===== src/rtl/seq_alu.sv =====
// Clocked button-select ALU: debounced push buttons launch add/sub/leading-ones
// in one cycle, and shift-add multiply or bit-serial popcount over several cycles.
module seq_alu #(
  parameter int          BITS     = 16,
  parameter logic [15:0] DEBOUNCE = 16'd50000
) (
  input  logic            CLK100MHZ,
  input  logic            CPU_RESETN,
  input  logic [BITS-1:0] SW,
  input  logic            BTNC,
  input  logic            BTNU,
  input  logic            BTND,
  input  logic            BTNL,
  input  logic            BTNR,
  output logic [BITS-1:0] LED,
  output logic            BUSY
);

  localparam int H  = BITS / 2;
  localparam int CW = $clog2(DEBOUNCE);
  localparam int KW = $clog2(BITS) + 1;
  localparam logic [CW-1:0] DB_LAST  = CW'(DEBOUNCE - 16'd1);
  localparam logic [KW-1:0] MUL_LAST = KW'(H - 1);
  localparam logic [KW-1:0] NO_LAST  = KW'(BITS - 1);

  typedef enum logic [2:0] {
    OP_ADD = 3'd0,
    OP_SUB = 3'd1,
    OP_MUL = 3'd2,
    OP_LO  = 3'd3,
    OP_NO  = 3'd4
  } op_t;

  typedef enum logic {
    ST_IDLE = 1'b0,
    ST_EXEC = 1'b1
  } state_t;

  function automatic logic [KW-1:0] lead_pos(input logic [BITS-1:0] v);
    logic [KW-1:0] pos;
    pos = {KW{1'b0}};
    for (int i = 0; i < BITS; i++) begin
      if (v[i]) begin
        pos = KW'(i + 1);
      end else begin
        pos = pos;
      end
    end
    return pos;
  endfunction

  // Bit order C,U,D,L,R from MSB down doubles as the priority order.
  logic [4:0]    btn_s;
  logic [4:0]    sync1_r;
  logic [4:0]    sync2_r;
  logic [4:0]    level_r;
  logic [4:0]    press_r;
  logic [CW-1:0] cnt_r [5];

  assign btn_s = {BTNC, BTNU, BTND, BTNL, BTNR};

  // Two-flop synchroniser, per-button stability counter and press pulse.
  always_ff @(posedge CLK100MHZ or negedge CPU_RESETN) begin
    if (!CPU_RESETN) begin
      sync1_r <= 5'b0;
      sync2_r <= 5'b0;
      level_r <= 5'b0;
      press_r <= 5'b0;
      for (int i = 0; i < 5; i++) begin
        cnt_r[i] <= {CW{1'b0}};
      end
    end else begin
      sync1_r <= btn_s;
      sync2_r <= sync1_r;
      for (int i = 0; i < 5; i++) begin
        if (sync2_r[i] != level_r[i]) begin
          if (cnt_r[i] == DB_LAST) begin
            level_r[i] <= sync2_r[i];
            cnt_r[i]   <= {CW{1'b0}};
            press_r[i] <= sync2_r[i];
          end else begin
            cnt_r[i]   <= cnt_r[i] + {{(CW-1){1'b0}}, 1'b1};
            press_r[i] <= 1'b0;
          end
        end else begin
          cnt_r[i]   <= {CW{1'b0}};
          press_r[i] <= 1'b0;
        end
      end
    end
  end

  logic sel_valid_s;
  op_t  sel_op_s;

  // Fixed-priority choice among simultaneous presses.
  always_comb begin
    sel_valid_s = 1'b0;
    sel_op_s    = OP_ADD;
    if (press_r[4]) begin
      sel_valid_s = 1'b1;
      sel_op_s    = OP_MUL;
    end else if (press_r[3]) begin
      sel_valid_s = 1'b1;
      sel_op_s    = OP_LO;
    end else if (press_r[2]) begin
      sel_valid_s = 1'b1;
      sel_op_s    = OP_NO;
    end else if (press_r[1]) begin
      sel_valid_s = 1'b1;
      sel_op_s    = OP_ADD;
    end else if (press_r[0]) begin
      sel_valid_s = 1'b1;
      sel_op_s    = OP_SUB;
    end else begin
      sel_valid_s = 1'b0;
    end
  end

  state_t          state_r;
  op_t             op_r;
  logic [BITS-1:0] mcand_r;
  logic [BITS-1:0] shift_r;
  logic [BITS-1:0] acc_r;
  logic [KW-1:0]   cyc_r;
  logic [BITS-1:0] led_r;
  logic            busy_r;

  logic [BITS-1:0] b_ext_s;
  logic [BITS-1:0] addend_s;
  logic [BITS-1:0] result_s;
  logic [KW-1:0]   last_idx_s;
  logic            last_s;

  assign b_ext_s  = {{H{shift_r[H-1]}}, shift_r[H-1:0]};
  assign addend_s = shift_r[0] ? mcand_r : {BITS{1'b0}};
  assign last_s   = (cyc_r == last_idx_s);

  // Per-cycle datapath; the final multiply step subtracts the sign-bit partial product.
  always_comb begin
    last_idx_s = {KW{1'b0}};
    result_s   = acc_r;
    case (op_r)
      OP_ADD: result_s = mcand_r + b_ext_s;
      OP_SUB: result_s = mcand_r - b_ext_s;
      OP_MUL: begin
        last_idx_s = MUL_LAST;
        result_s   = last_s ? (acc_r - addend_s) : (acc_r + addend_s);
      end
      OP_LO:  result_s = {{(BITS-KW){1'b0}}, lead_pos(shift_r)};
      OP_NO: begin
        last_idx_s = NO_LAST;
        result_s   = acc_r + {{(BITS-1){1'b0}}, shift_r[0]};
      end
      default: result_s = acc_r;
    endcase
  end

  // IDLE/EXEC control with registered LED and BUSY.
  always_ff @(posedge CLK100MHZ or negedge CPU_RESETN) begin
    if (!CPU_RESETN) begin
      state_r <= ST_IDLE;
      op_r    <= OP_ADD;
      mcand_r <= {BITS{1'b0}};
      shift_r <= {BITS{1'b0}};
      acc_r   <= {BITS{1'b0}};
      cyc_r   <= {KW{1'b0}};
      led_r   <= {BITS{1'b0}};
      busy_r  <= 1'b0;
    end else begin
      case (state_r)
        ST_IDLE: begin
          if (sel_valid_s) begin
            op_r    <= sel_op_s;
            mcand_r <= {{H{SW[BITS-1]}}, SW[BITS-1:H]};
            shift_r <= (sel_op_s == OP_MUL) ? {{H{1'b0}}, SW[H-1:0]} : SW;
            acc_r   <= {BITS{1'b0}};
            cyc_r   <= {KW{1'b0}};
            busy_r  <= 1'b1;
            state_r <= ST_EXEC;
          end else begin
            busy_r  <= 1'b0;
          end
        end
        ST_EXEC: begin
          if (last_s) begin
            led_r   <= result_s;
            busy_r  <= 1'b0;
            state_r <= ST_IDLE;
          end else begin
            acc_r   <= result_s;
            shift_r <= shift_r >> 1;
            mcand_r <= mcand_r << 1;
            cyc_r   <= cyc_r + {{(KW-1){1'b0}}, 1'b1};
          end
        end
        default: begin
          busy_r  <= 1'b0;
          state_r <= ST_IDLE;
        end
      endcase
    end
  end

  assign LED  = led_r;
  assign BUSY = busy_r;

endmodule


===== config.mk =====
export PLATFORM = sky130hd
export DESIGN_NAME = seq_alu
export DESIGN_NICKNAME = d
export VERILOG_FILES = /design/src/rtl/seq_alu.sv
export SDC_FILE = /design/constraint.sdc
export NUM_CORES = 1
export LEC_CHECK = 0
export ABC_AREA = 1
export ABC_CLOCK_PERIOD_IN_PS = 5300
export CAP_MARGIN = 20
export CORE_MARGIN = 4
export CORE_UTILIZATION = 58
export CTS_CLUSTER_DIAMETER = 150
export DETAILED_ROUTE_END_ITERATION = 10
export PLACE_DENSITY = 0.76
export SYNTH_ARGS = -nofsm -noshare
export SYNTH_HDL_FRONTEND = slang
export SYNTH_SLANG_ARGS = --single-unit

===== constraint.sdc =====
create_clock -name CLK100MHZ -period 5.3 [get_ports CLK100MHZ]
set_clock_uncertainty 0.1 [all_clocks]
set_input_delay 0.53 -clock CLK100MHZ [delete_from_list [all_inputs] [get_ports CLK100MHZ]]
set_output_delay 0.53 -clock CLK100MHZ [all_outputs]
set_load 0.02 [all_outputs]

==> results.cfg <==
[status]
outcome = completed

[placed_design]
port_buffers = 39
post-dp-hpwl_mm = 17.2
place_congestion = 0.905
dp_slack_ns = 0.707
place_area_sq_mm = 0.0110

[synthesis]
synth_nets = 1452
async_flop_share_pct = 100
syn_inst = 1385
ys_seq_elements = 174
yosys.area.top_type = dfrtp_1
synth_enable_flop_cells = 0
yosysSeqAreaShare_pct = 41.8
synth.most_common_cell = nand2_1
synth.distinct_cells = 43
synth.area.top_cells = dfrtp_1 (42%), nand2_1 (11%), inv_1 (6.1%)
synthFlopType = dfrtp_1
synth_top_area_share_pct = 41.8
avgSynthCellArea_sq_um = 7.52
syn_area_sq_mm = 0.0104
yosysWarnings = 0
synth_commonest_cells = nand2_1 (319), dfrtp_1 (174), inv_1 (168)

[sta]
min_period_over_period_pct = 89.3
worst_pin_slew_ns = 0.776
fin_tns_setup_ns = 0
layout_min_cycle_time_ns = 4.73
max_freq_mhz = 211
fin_ws_ns = 0.565
finalSetupViolCount = 0
hold_viol = 0
fin_hold_ws_ns = 0.00683
grt_setup_unrepaired = false
final_max_slew_viol_count = 0
slew_headroom_pct = 48.3

[die]
ios = 40
die_x_um = 142
initial_core_util_pct = 59.6
core_area_sq_mm = 0.0175
fp-row-count = 48
dieArea_sq_mm = 0.0202
die_h_um = 142

[grt]
grt_pass1_wl_mm = 41.3
grt_antenna_before_repair = 0
grt_usage_pct = 25.0
grt_pass1_vias = 8923
grt_max_degree = 93
grt_overflow_total = 0

[layout]
nNetsFinal = 1488
fin_area_sq_mm = 0.0117
nFillCells = 1482
drive_gt1_share_pct = 5.37
final_util_pct = 66.7
seq_area_sq_mm = 0.00435
antenna_cells = 0
syn_to_final_growth_pct = 12.0
multi_input_area_sq_mm = 0.00527

[setup_path]
r2r-end = acc_r[10]
critical_path_arrival_ns = 4.95
crit_path_start = shift_r[0]
worstSetupPathType = flop to flop
crit_path_end_kind = flop
r2r_slack_ns = 0.57
cp-endpoint = acc_r[10]
crit_fanout = 22
start_kind = flop
required_ns = 5.51
reg2reg_from = shift_r[0]
reg2reg_depth = 23

[clock_tree]
clk_latency_ns = 0.44
cts.path.max_buffers = 2
cts_tree = yes
post_cts_buffers = 0
clock_sinks = 174
cts.clk_slew.worst_paths_ns = 0.07
htree_levels = 4
hold_buffers = 0
ctsResizeCount = 0
cts_buffers = 17
clock-root-buffer = clkbuf_16

[worst_hold_path]
hp-class = input port to async pin

[detailed_routing]
drt_pass1_iterations = 5
drc = 0
vias = 9197
antenna_left = 0
wirelength_mm = 23.9
via_per_inst = 5.54
wl_per_cell_um = 14.4
drtIter0Drc = 734

[run]
cap_violations = 0

[pwr]
worst_ir_drop_vdd_mv = 0.205
power_leakage_nw = 5.39
p_per_area_mw_per_mm2 = 240
==> final cells by class <==
| cell class | count | area share [%] |
|---|---|---|
| clock buffers | 18 | 3.68 |
| clock inverters | 14 | 1.80 |
| inverters | 178 | 5.73 |
| multi-input cells | 1005 | 45.2 |
| flip-flops and latches | 174 | 37.3 |
| well taps | 225 | 2.41 |
| repair buffers | 45 | 3.85 |
==> stage by stage <==
stage,cells,power [mW]
6_report,1659,2.80
5_1_grt,1659,2.89
4_1_cts,1659,2.82
3_5_place_dp,1627,1.46
3_3_place_gp,1627,1.46
2_1_floorplan,1385,1.40
==> cell usage in the layout, fill, tap and decap left out, types with 5 or more instances in the layout <==
master and n:
nand2_1 319, dfrtp_1 174, inv_1 168, nor2_1 124
o21ai_0 117, a21oi_1 87, nand3_1 80, nor3_1 54
ha_1 42, clkdlybuf4s50_1 38, xor2_1 29, nor3b_1 23
clkbuf_16 17, nand4_1 15, o22ai_1 13, a31oi_1 11
o211ai_1 11, nor4_1 10, xnor2_1 9, inv_2 8
nand2_2 8, or2_2 7, nor2_4 6, nor2_2 5
o2111ai_1 5, buf_4 5
==> flip-flops by register name (all words and copies together), names as in the netlist <==
register  cells
cnt_r        80
sync1_r       5
mcand_r      16
level_r       5
op_r          3
BUSY          1
acc_r        16
shift_r      16
press_r       5
cyc_r         5
LED          16
state_r       1
sync2_r       5
==> logic make-up after synthesis <==
group	synth area share [%]
AND/OR/NAND/NOR	28.4
AO/OA/AOI/OAI	13.6
buffers and inverters	7.62
flip-flops	41.8
adder cells (fa/ha/maj)	5.43
XOR/XNOR	3.20
==> critical path: stages (launching register included) <==
cell and delay [ns]:
dfrtp_1 0.80, ha_1 0.30, inv_1 0.10, ha_1 0.21, or2_2 0.30, nand2_1 0.07
nand2_1 0.05, nand2_1 0.14, nand3_2 0.19, o21ai_0 0.20, a21oi_1 0.06, ha_1 0.32
o21ai_0 0.10, and2_1 0.15, or2_2 0.28, nand2_1 0.09, a21oi_1 0.06, o21ai_0 0.25
a21boi_0 0.21, or2_2 0.31, nand3_1 0.07, nand3b_1 0.10, nand2_1 0.07, o21ai_0 0.07
==> metal layers <==
layer	share of wire [%]	track usage [%]
met5	0	0
met4	2.8	9.49
met3	3.9	4.17
met2	48	42.1
met1	45	32.4
==> where the power goes <==
part           leakage (nW)  internal, mW  switching, mW
logic                  2.86        0.0297         0.0526
registers              2.23          1.34        0.00886
clock network         0.307         0.801          0.564
total                  5.39          2.17          0.625
==> how the worst min path moves through the flow <==
stage | start | end
after global placement | sync1_r[4] | sync2_r[4]
final | CPU_RESETN | mcand_r[14]
after detailed placement | sync1_r[3] | sync2_r[3]
after floorplan | CPU_RESETN | BUSY
after global routing | CPU_RESETN | mcand_r[13]
after CTS | CPU_RESETN | mcand_r[14]
Note: power is estimated with default switching activity, not from simulation.
